### config.mk
export PLATFORM = sky130hd
export DESIGN_NAME = fetch_stage
export DESIGN_NICKNAME = d
export VERILOG_FILES = /design/src/rtl/fetch_pkg.sv /design/src/rtl/next_pc_sel.sv /design/src/rtl/fetch_stage.sv
export SDC_FILE = /design/constraint.sdc
export NUM_CORES = 1
export LEC_CHECK = 0
export ABC_AREA = 0
export CORE_ASPECT_RATIO = 0.7
export CORE_MARGIN = 1.5
export CORE_UTILIZATION = 30
export CTS_CLUSTER_SIZE = 28
export DETAILED_ROUTE_END_ITERATION = 16
export PLACE_DENSITY_LB_ADDON = 0.15
export SYNTH_ARGS = -nofsm -noshare
export SYNTH_HDL_FRONTEND = slang
export SYNTH_SLANG_ARGS = --single-unit
### constraint.sdc
create_clock -name clk -period 6 [get_ports clk]
set_input_delay 1.2 -clock clk [delete_from_list [all_inputs] [get_ports clk]]
set_output_delay 1.2 -clock clk [all_outputs]
set_load 0.01 [all_outputs]
### src/rtl/fetch_pkg.sv
// Shared constants, state/select encodings and instruction helpers for the fetch stage.
package fetch_pkg;

    localparam logic [31:0] NOP_INST         = 32'h0000_0013;
    localparam logic [31:0] ECALL_INST       = 32'h0000_0073;
    localparam logic [31:0] EBREAK_INST      = 32'h0010_0073;
    localparam logic [31:0] RESET_PC_DEFAULT = 32'h0000_0000;

    typedef enum logic [0:0] {
        RUN  = 1'b0,
        HALT = 1'b1
    } fetch_state_e;

    typedef enum logic [1:0] {
        PC_SEL_INC  = 2'd0,
        PC_SEL_TGT  = 2'd1,
        PC_SEL_HOLD = 2'd2
    } pc_sel_e;

    function automatic logic is_halt_inst(input logic [31:0] word);
        return (word == ECALL_INST) || (word == EBREAK_INST);
    endfunction

endpackage

### src/rtl/next_pc_sel.sv
// Combinational next-PC mux: sequential increment (wrapping), word-aligned redirect target, or hold.
module next_pc_sel
    import fetch_pkg::*;
#(
    parameter int N = 32
) (
    input  pc_sel_e        sel_i,
    input  logic [N-1:0]   pc_i,
    input  logic [N-1:0]   target_i,
    output logic [N-1:0]   next_pc_o
);

    localparam logic [N-1:0] ALIGN_MASK = {{(N-2){1'b1}}, 2'b00};
    localparam logic [N-1:0] PC_STEP    = {{(N-3){1'b0}}, 3'b100};

    logic [N-1:0] pc_inc_s;
    logic [N-1:0] tgt_aligned_s;

    assign pc_inc_s      = pc_i + PC_STEP;
    assign tgt_aligned_s = target_i & ALIGN_MASK;

    // Select the PC for the next cycle
    always_comb begin
        next_pc_o = pc_i;
        case (sel_i)
            PC_SEL_INC:  next_pc_o = pc_inc_s;
            PC_SEL_TGT:  next_pc_o = tgt_aligned_s;
            PC_SEL_HOLD: next_pc_o = pc_i;
            default:     next_pc_o = pc_i;
        endcase
    end

endmodule

### src/rtl/fetch_stage.sv
// RV32I instruction-fetch stage: PC, IF/ID register, stall/redirect/halt control.
// Optional redirect-misalignment trap enabled by defining FETCH_MISALIGN_CHK_EN.
module fetch_stage
    import fetch_pkg::*;
#(
    parameter int          N        = 32,
    parameter int          AW       = 6,
    parameter logic [31:0] RESET_PC = RESET_PC_DEFAULT
) (
    input  logic          clk,
    input  logic          rst,
    input  logic          stall_i,
    input  logic          redirect_i,
    input  logic [N-1:0]  redirect_target_i,
    output logic [AW-1:0] imem_addr_o,
    input  logic [N-1:0]  imem_data_i,
    output logic [N-1:0]  pc_o,
    output logic [N-1:0]  inst_o,
    output logic [N-1:0]  inst_pc_o,
    output logic          valid_o,
    output logic          halted_o
`ifdef FETCH_MISALIGN_CHK_EN
    ,
    output logic          misalign_o
`endif
);

    fetch_state_e state_q, state_d;
    pc_sel_e      pc_sel_s;
    logic [N-1:0] pc_q, pc_d;
    logic [N-1:0] inst_q, inst_d;
    logic [N-1:0] inst_pc_q, inst_pc_d;
    logic         valid_q, valid_d;
`ifdef FETCH_MISALIGN_CHK_EN
    logic         misalign_q, misalign_d;
`endif

    next_pc_sel #(.N(N)) u_next_pc_sel (
        .sel_i     (pc_sel_s),
        .pc_i      (pc_q),
        .target_i  (redirect_target_i),
        .next_pc_o (pc_d)
    );

    // Next-state, PC select and IF/ID register next values
    always_comb begin
        state_d   = state_q;
        pc_sel_s  = PC_SEL_HOLD;
        inst_d    = inst_q;
        inst_pc_d = inst_pc_q;
        valid_d   = valid_q;
`ifdef FETCH_MISALIGN_CHK_EN
        misalign_d = misalign_q;
`endif
        case (state_q)
            RUN: begin
                if (redirect_i) begin
                    inst_d  = NOP_INST;
                    valid_d = 1'b0;
`ifdef FETCH_MISALIGN_CHK_EN
                    // A misaligned target traps instead of loading the PC
                    if (redirect_target_i[1:0] != 2'b00) begin
                        misalign_d = 1'b1;
                        state_d    = HALT;
                    end else begin
                        pc_sel_s = PC_SEL_TGT;
                    end
`else
                    pc_sel_s = PC_SEL_TGT;
`endif
                end else if (stall_i) begin
                    pc_sel_s = PC_SEL_HOLD;
                end else begin
                    inst_d    = imem_data_i;
                    inst_pc_d = pc_q;
                    valid_d   = 1'b1;
                    if (is_halt_inst(imem_data_i)) begin
                        state_d  = HALT;
                        pc_sel_s = PC_SEL_HOLD;
                    end else begin
                        pc_sel_s = PC_SEL_INC;
                    end
                end
            end
            HALT: begin
                // The halting instruction stays visible only until the first unstalled cycle
                if (stall_i) begin
                    valid_d = valid_q;
                end else begin
                    inst_d  = NOP_INST;
                    valid_d = 1'b0;
                end
            end
            default: begin
                state_d = RUN;
            end
        endcase
    end

    // State, PC and IF/ID register update with synchronous reset
    always_ff @(posedge clk) begin
        if (rst) begin
            state_q   <= RUN;
            pc_q      <= RESET_PC;
            inst_q    <= NOP_INST;
            inst_pc_q <= {N{1'b0}};
            valid_q   <= 1'b0;
`ifdef FETCH_MISALIGN_CHK_EN
            misalign_q <= 1'b0;
`endif
        end else begin
            state_q   <= state_d;
            pc_q      <= pc_d;
            inst_q    <= inst_d;
            inst_pc_q <= inst_pc_d;
            valid_q   <= valid_d;
`ifdef FETCH_MISALIGN_CHK_EN
            misalign_q <= misalign_d;
`endif
        end
    end

    assign imem_addr_o = pc_q[AW+1:2];
    assign pc_o        = pc_q;
    assign inst_o      = inst_q;
    assign inst_pc_o   = inst_pc_q;
    assign valid_o     = valid_q;
    assign halted_o    = (state_q == HALT);
`ifdef FETCH_MISALIGN_CHK_EN
    assign misalign_o  = misalign_q;
`endif

endmodule

# After elaboration in Yosys (flattened, before gate mapping)
# Cells that the tools add are included.
word_totals:
  regBits: 98
  inputBits: 68
op_classes:
  n_addsub: 1
  n_eq_ne: 5
  n_mux: 17
  n_bitwise: 3
  reduce_logical: 5
op_table:
  columns: ["cell", "count"]
  rows:
  - ["32-bit case mux with 2 select lines", 2]
  - ["32-bit two-way mux", 3]
  - ["32-bit by 3-bit adder with 32-bit output (second input constant)", 1]
  - ["32-bit by 21-bit == test with 1-bit output (second input constant)", 1]
  - ["32-bit by 7-bit == test with 1-bit output (second input constant)", 1]
  - ["2-bit two-way mux", 4]
  - ["1-bit two-way mux", 7]
  - ["3-bit != test (second input constant)", 1]
  - ["1-bit NOT", 3]
  - ["3-bit AND reduction", 1]
  - ["2-bit by 1-bit == test with 1-bit output (second input constant)", 1]
  - ["2-bit logical NOT", 1]
  - ["2-bit != test (second input constant)", 1]
  - ["1-bit case mux with 2 select lines", 1]
  - ["2-bit AND reduction", 1]
  - ["2-bit nonzero test", 1]
  - ["1-bit logical OR", 1]

# Depth between registers and ports, before layout
# Gate-level depths: netlist of the first run.
depth:
  word_depth: 8
  ltp_mapped: 7

# Hierarchy
# Synthesis of the first run repeated with hierarchy kept, for this count alone.
unflattened:
  hier_cells: 542
  hier_area_um2: 4478.0
modules_own_cells:
  columns: ["mod", "n_inst", "cells_per_inst", "area_per_inst_um2"]
  rows:
  - ["fetch_stage", 1, 343, 3214.3]
  - ["next_pc_sel", 1, 199, 1263.7]

# Worst setup path after synthesis of the first run
# OpenSTA, ideal clock, no wires.
synth_path:
  path_type: "input-to-reg"
  from: "input stall_i"
  to: "register pc_q[27] (netlist: pc_o[27])"
  setup_time_ns: 0.091
  t_arrival_ns: 2.693
  required_time_ns: 5.909
  setup_slack_ns: 3.216
  stages: 7
  path_buffers: 2
  cell_sequence: "nor3_4 > and3_1 > clkbuf_1 > o211ai_4 > buf_6 > or3_1 > a311oi_1"
synth_via:
  elab_chain_len: 5
synth_lines:
  columns: ["element", "line_no", "text"]
  rows:
  - ["from (decl)", "fetch_stage.sv:12", "input logic stall_i,"]
  - ["2-bit two-way mux *", "fetch_stage.sv:71", "end else if (stall_i) begin"]
  - ["2-bit two-way mux *", "fetch_stage.sv:57", "if (redirect_i) begin"]
  - ["2-bit two-way mux *", "fetch_stage.sv:55", "case (state_q)"]
  - ["2-bit by 1-bit == test with 1-bit output / 2-bit logical NOT (equally long branches)", "next_pc_sel.sv:25", "case (sel_i)"]
  - ["32-bit case mux with 2 select lines / 2-bit nonzero test (equally long branches)", null, null]
  - ["to (signal assigned)", "fetch_stage.sv:113", "pc_q <= pc_d;"]
  - ["to (decl)", "fetch_stage.sv:30", "logic [N-1:0] pc_q, pc_d;"]
# Every way passes the cells marked *; elsewhere a longest branch is shown, timed or not.
# A chain may end at the register's enable or synchronous reset.

# Worst setup path after layout of the first run
layout_path:
  from: "input redirect_i"
  to: "register pc_q[20] (netlist: pc_o[20])"
layout_via:
  elab_chain_len: 4
layout_lines:
  columns: ["element", "line_no", "text"]
  rows:
  - ["from (decl)", "fetch_stage.sv:13", "input logic redirect_i,"]
  - ["2-bit two-way mux *", "fetch_stage.sv:57", null]
  - ["2-bit two-way mux *", "fetch_stage.sv:55", null]
  - ["2-bit by 1-bit == test with 1-bit output / 2-bit logical NOT (equally long branches)", "next_pc_sel.sv:25", null]
  - ["32-bit case mux with 2 select lines / 2-bit nonzero test (equally long branches)", null, null]
# Marked as above.

==> flow_summary.json, run 1 <==
{
  "cts.sinks": 94,
  "numCtsBuffers": 9,
  "drt_iter0_drc": 244,
  "postSynthAreaPerCell_um2": 8.60,
  "synth_area_leader_cell": "dfxtp_1",
  "leakage_nw": 2.04,
  "fin_ws_ps": 2680,
  "path_cells": "clkdlybuf4s50_1 > nor4b_2 > o2111ai_1 > or3_1 > a311oi_1",
  "crit_slowest_cell": "nor4b_2",
  "post_cts_buffers": 0,
  "post_drt_wl_per_cell_um": 16.3,
  "cp-startpoint": "redirect_i",
  "rr_startpoint": "pc_o[2]",
  "busiest_layer": "met2",
  "rows": 35,
  "finalCritPeriodShare": 0.554,
  "vdd_ir_drop_max_mv": 0.137,
  "grt_antenna_before_repair": 0,
  "syn-instance-count": 469,
  "gp_congestion": 0.807,
  "vias_per_cell": 5.05,
  "antenna_left": 0,
  "synth-async-reset-ratio": 0,
  "cp-end-kind": "flip-flop",
  "synth_top_area_frac": 0.466,
  "htreeDepth": 3,
  "syn_to_final_growth_pct": 49.3,
  "maxCapViolCount": 0,
  "io_buffers": 165,
  "layout-drive-gt1-share": 0.0473,
  "grt_util_met1": 0.262,
  "crit_fanout": 7,
  "min_period_ps": 3320,
  "ios": 172,
  "dieArea_um2": 14200,
  "synth-edff-count": 0,
  "pre_cts_slack_ps": 2300,
  "clock-root-buffer": "clkbuf_16",
  "setup_tns_ps": 0,
  "drt-total-wl_um": 12700,
  "grt_util_all_layers": 0.180,
  "ys_ff_latch": 94,
  "hpwl_um": 8660,
  "holdWs_ps": 453,
  "synth_area_leaders": "dfxtp_1, nand2_1, nor2_1",
  "worstPathArrival_ps": 3560,
  "ys.flop_type": "dfxtp_1",
  "grt_pass1_vias": 3598,
  "ctsHoldBuffers": 0,
  "grtUsageMet3": 0.0506,
  "worstPathRequired_ps": 6240,
  "nNetsFinal": 677,
  "rr_worst_depth": 5,
  "status": "finished, final reports clean",
  "powerDensity_nw_per_um2": 241,
  "clk_path_buf_depth": 2,
  "fin_skew_ps": 6.04,
  "synth_common_cells": "dfxtp_1, nand2_1, nor2_1, clkbuf_1, a21oi_1",
  "rsz0062_at_grt": "false",
  "cts_resized": 0,
  "drt-pass1-iter-count": 4,
  "vias": 3934,
  "setup_viol": 0,
  "maxSlewViolCount": 0,
  "crit_type": "input port to flip-flop",
  "yosysWarnings": 0,
  "diodes": 0,
  "syn_area_um2": 4040,
  "synthMostInstantiatedCell": "dfxtp_1",
  "grt_pass1_wl_um": 19900,
  "grtUsageMet2": 0.264,
  "clk_latency_ps": 340,
  "reg2reg_to": "pc_o[20]",
  "critPathLaunchType": "input port",
  "max_stage_delay_ps": 770,
  "core_um2": 13100,
  "timing.final.hold_violations": 0,
  "grt_max_degree": 95,
  "hp-class": "flip-flop to flip-flop",
  "cp-endpoint": "pc_o[20]",
  "rrSetupSlack_ps": 3560,
  "remaining_drc_errors": 0,
  "slew_headroom": 0.241,
  "clkSlewWorstSetupHoldPaths_ps": 70,
  "cts_tree": "yes",
  "tightest_slew_ps": 1140,
  "ys_seq_area_frac": 0.466,
  "grt_remaining_overflow": 0,
  "initial_core_util": 0.307,
  "fmax_mhz": 301,
  "die_x_um": 142,
  "synth.distinct_cells": 42,
  "die_h_um": 100
}
==> worst min path at each step <==
stage	startpoint	to	slack, ps	cells after the start
after detailed placement	inst_pc_o[26]	inst_pc_o[26]	450	2
final	inst_pc_o[9]	inst_pc_o[9]	450	2
after floorplan	inst_pc_o[10]	inst_pc_o[10]	480	2
after global placement	inst_pc_o[5]	inst_pc_o[5]	440	2
after CTS	inst_pc_o[26]	inst_pc_o[26]	460	2
after global routing	inst_pc_o[28]	inst_pc_o[28]	470	2
==> worst max-delay path, delay by kind of cell <==
family	cells	cell delay, ps
AO/OA/AOI/OAI	2	630
AND/OR/NAND/NOR	2	1160
buffers and inverters	1	560
==> cells by family after synthesis <==
group | count (synthesis) | share of synthesized area
and+or+nand+nor | 184 | 0.220
AOI/OAI and AO/OA | 122 | 0.212
DFF | 94 | 0.466
buffers and inverters | 48 | 0.0558
xor gates and xnor gates | 18 | 0.0391
adders and majority gates | 1 | 0.00310
other | 1 | 0.000929
muxes | 1 | 0.00248
==> flip-flops by register name, summed over array words and instances (netlist names) <==
register   count
inst_o        32
inst_pc_o     30
pc_o          30
halted_o       1
valid_o        1
==> cell usage in the layout (no fill, tap or decap), types with 6 or more instances in the layout <==
cell	Yosys	routed
or3_1	7	7
nor2_1	63	63
nand2_1	70	70
a311oi_1	9	9
clkbuf_16	0	9
dfxtp_1	94	94
a21oi_1	31	31
a22oi_1	29	29
buf_4	10	6
a211oi_1	19	19
xor2_1	15	15
o21ai_0	6	6
clkdlybuf4s50_1	0	164
o2111ai_1	12	12
==> layout make-up <==
cell class                      instances  area [um2]
Tap cell                              166         208
Multi-Input combinational cell        330        1940
Timing Repair Buffer                  170        1690
Clock buffer                           11         253
Fill cell                            1285        7110
Inverter                                3        11.3
Sequential cell                        94        1880
Clock inverter                          5        42.5
==> power by group <==
part,internal (W),switching [W],total [W]
logic,0.000114,0.0000908,0.000205
registers,0.000651,0.0000315,0.000683
clock network,0.000308,0.000254,0.000562
==> routing by layer <==
layer | vias to the layer above | wire [um]
met1 | 1861 | 6360
met3 | 9 | 769
met4 | 0 | 92
met2 | 112 | 5480
met5 | - | 0
li1 | 1952 | -
==> per-stage QoR <==
| step | power, W | std cells | util | instance area, um2 |
|---|---|---|---|---|
| final | 0.00145 | 779 | 0.459 | 6020 |
| after detailed placement | 0.000903 | 763 | 0.436 | 5730 |
| after global placement | 0.000900 | 763 | 0.436 | 5730 |
| after global routing | 0.00151 | 779 | 0.459 | 6020 |
| after CTS | 0.00147 | 779 | 0.459 | 6020 |
| after floorplan | 0.000778 | 472 | - | 4050 |
Note: power is estimated with default switching activity, not from simulation.
==> run 2: changes to the inputs <==
- clock period: 6 -> 2.75 ns (I/O delays scaled with it)
==> run 2 against run 1 <==
  * Sequential share of layout area fell by 0.35 points
  * First-iteration DRC count fell by 18%
  * Critical endpoint is now pc_o[2]
  * Design area rose by 1.1%
  * Largest power group unchanged
  * Flip-flop and latch count did not move
  * Worst hold slack improved by 2.5 ps
  * Clock power rose by 120%
  * Sequential power rose by 120%
  * Core utilization rose by 0.51 points
  * Wire length rose by 1.2%
  * Highest routed layer unchanged
==> flow_summary.json, run 2 (synthesis gave the netlist of run 1 again) <==
{
  "ctsHoldBuffers": 0,
  "crit_slowest_cell": "buf_4",
  "setup_tns_ps": 0,
  "drt_iter0_drc": 201,
  "crit_type": "input port to flip-flop",
  "path_cells": "clkdlybuf4s50_1 > nor3_4 > buf_4 > o21ai_0 > xor2_1 > a211oi_1",
  "worstPathArrival_ps": 2660,
  "placed_area_um2": 5800,
  "grt_pass1_vias": 3760,
  "critPathBufInv": 2,
  "min_period_ps": 2420,
  "route.met2.wl_um": 5580,
  "die_x_um": 142,
  "drt-pass1-iter-count": 4,
  "wl_met1_um": 6320,
  "cts_resized": 0,
  "vdd_ir_drop_max_mv": 0.296,
  "numCtsBuffers": 9,
  "tightest_slew_ps": 1180,
  "die_h_um": 100,
  "post_cts_buffers": 0,
  "vias": 4023,
  "maxSlewViolCount": 0,
  "cts.sinks": 94,
  "fmax_mhz": 414,
  "grt_max_degree": 95,
  "setup_viol": 0,
  "final_common_cell": "clkdlybuf4s50_1",
  "finalCritPeriodShare": 0.878,
  "ios": 172,
  "fin_skew_ps": 5.68,
  "p_int_w": 0.00237,
  "core_um2": 13100,
  "p_comb_frac": 0.145,
  "cp-end-kind": "flip-flop",
  "layout-drive-gt1-share": 0.0611,
  "grt_util_all_layers": 0.182,
  "final_cell_mix": "clkdlybuf4s50_1, dfxtp_1, nand2_1",
  "wl_met3_um": 834,
  "grt_remaining_overflow": 0,
  "maxCapViolCount": 0,
  "highest_layer": "met4",
  "vias_per_cell": 5.11,
  "hp-class": "flip-flop to flip-flop",
  "dieArea_um2": 14200,
  "grt_pass1_wl_um": 20300,
  "swShare": 0.253,
  "crit_fanout": 62,
  "initial_core_util": 0.307,
  "gp_congestion": 0.736,
  "io_buffers": 165,
  "syn_to_final_growth_pct": 51.0,
  "max_stage_delay_ps": 580,
  "status": "finished, final reports clean",
  "worstPathRequired_ps": 2990,
  "cts_tree": "yes",
  "cp_top_family": "buffers and inverters",
  "grt_antenna_before_repair": 0,
  "critPathLaunchType": "input port",
  "timing.final.hold_violations": 0,
  "clk_latency_ps": 340,
  "clock-root-buffer": "clkbuf_16",
  "powerDensity_nw_per_um2": 520,
  "power_switching_w": 0.000800,
  "rsz0062_at_grt": "false",
  "post-route-util": 0.464,
  "p_seq_frac": 0.470,
  "slew_headroom": 0.211,
  "rows": 35,
  "p_clk_frac": 0.385,
  "leakage_nw": 2.08,
  "diodes": 0,
  "hpwl_um": 8900,
  "finalInstanceArea_um2": 6090,
  "clk_path_buf_depth": 2,
  "antenna_left": 0,
  "nNetsFinal": 686,
  "clkSlewWorstSetupHoldPaths_ps": 60,
  "drt-total-wl_um": 12900,
  "remaining_drc_errors": 0,
  "fin_total_pwr_w": 0.00317,
  "htreeDepth": 3,
  "post_drt_wl_per_cell_um": 16.3,
  "largest_register_ffs": 32
}
run 2: cell count changes in the layout (fill, tap and decap cells not counted), sizes merged:
cell	before	now
clkinv	3	1
clkinvlp	1	2
clkbuf	11	12
buf	6	15
run 2: worst paths after layout:
check	start	to	slack, ps	cells after the start
max reg2reg	pc_o[5]	pc_o[20]	450	6
min	inst_pc_o[12]	inst_pc_o[12]	460	2
min reg2reg	inst_pc_o[12]	inst_pc_o[12]	460	2
max	stall_i	pc_o[2]	330	6
run 2: worst min-delay path: stages, from the launching register on:
cell     delay, ps
dfxtp_1        310
nand2_1         50
a21oi_1         50
run 2: metal layers:
metal / vias up / global-route usage
met5: - / 0
met4: 0 / 0.0444
met3: 11 / 0.0510
met2: 127 / 0.277
met1: 1901 / 0.255
li1: 1984 / -
run 2: power groups by stage:
stage	sequential (W)	combinational [W]	clock [W]
2_1_floorplan	0.00153	0.000166	0
3_3_place_gp	0.00151	0.000456	0
3_5_place_dp	0.00152	0.000460	0
4_1_cts	0.00149	0.000463	0.00127
5_1_grt	0.00150	0.000497	0.00131
6_report	0.00149	0.000459	0.00122
run 2: layout make-up:
cell class	instances	area, um2
timing repair buffer	179	1750
clock buffer	12	267
inverter	3	11.3
tap	166	208
multi-input combinational	330	1940
fill	1279	7050
sequential	94	1880
clock inverter	4	28.8
run 2: stage by stage:
| step | hold slack, ps | setup slack [ps] | instances |
|---|---|---|---|
| 6_report | 455 | 335 | 788 |
| 5_1_grt | 477 | 192 | 788 |
| 4_1_cts | 456 | 317 | 788 |
| 3_5_place_dp | 446 | -38.5 | 772 |
| 3_3_place_gp | 443 | -5.50 | 772 |
| 2_1_floorplan | 481 | 616 | 472 |
==> run 3: changes to the inputs <==
- GPL_ROUTABILITY_DRIVEN: not set -> 1
==> results of run 3 <==
No change in the layout: final DEF, timing and power equal those of run 2.
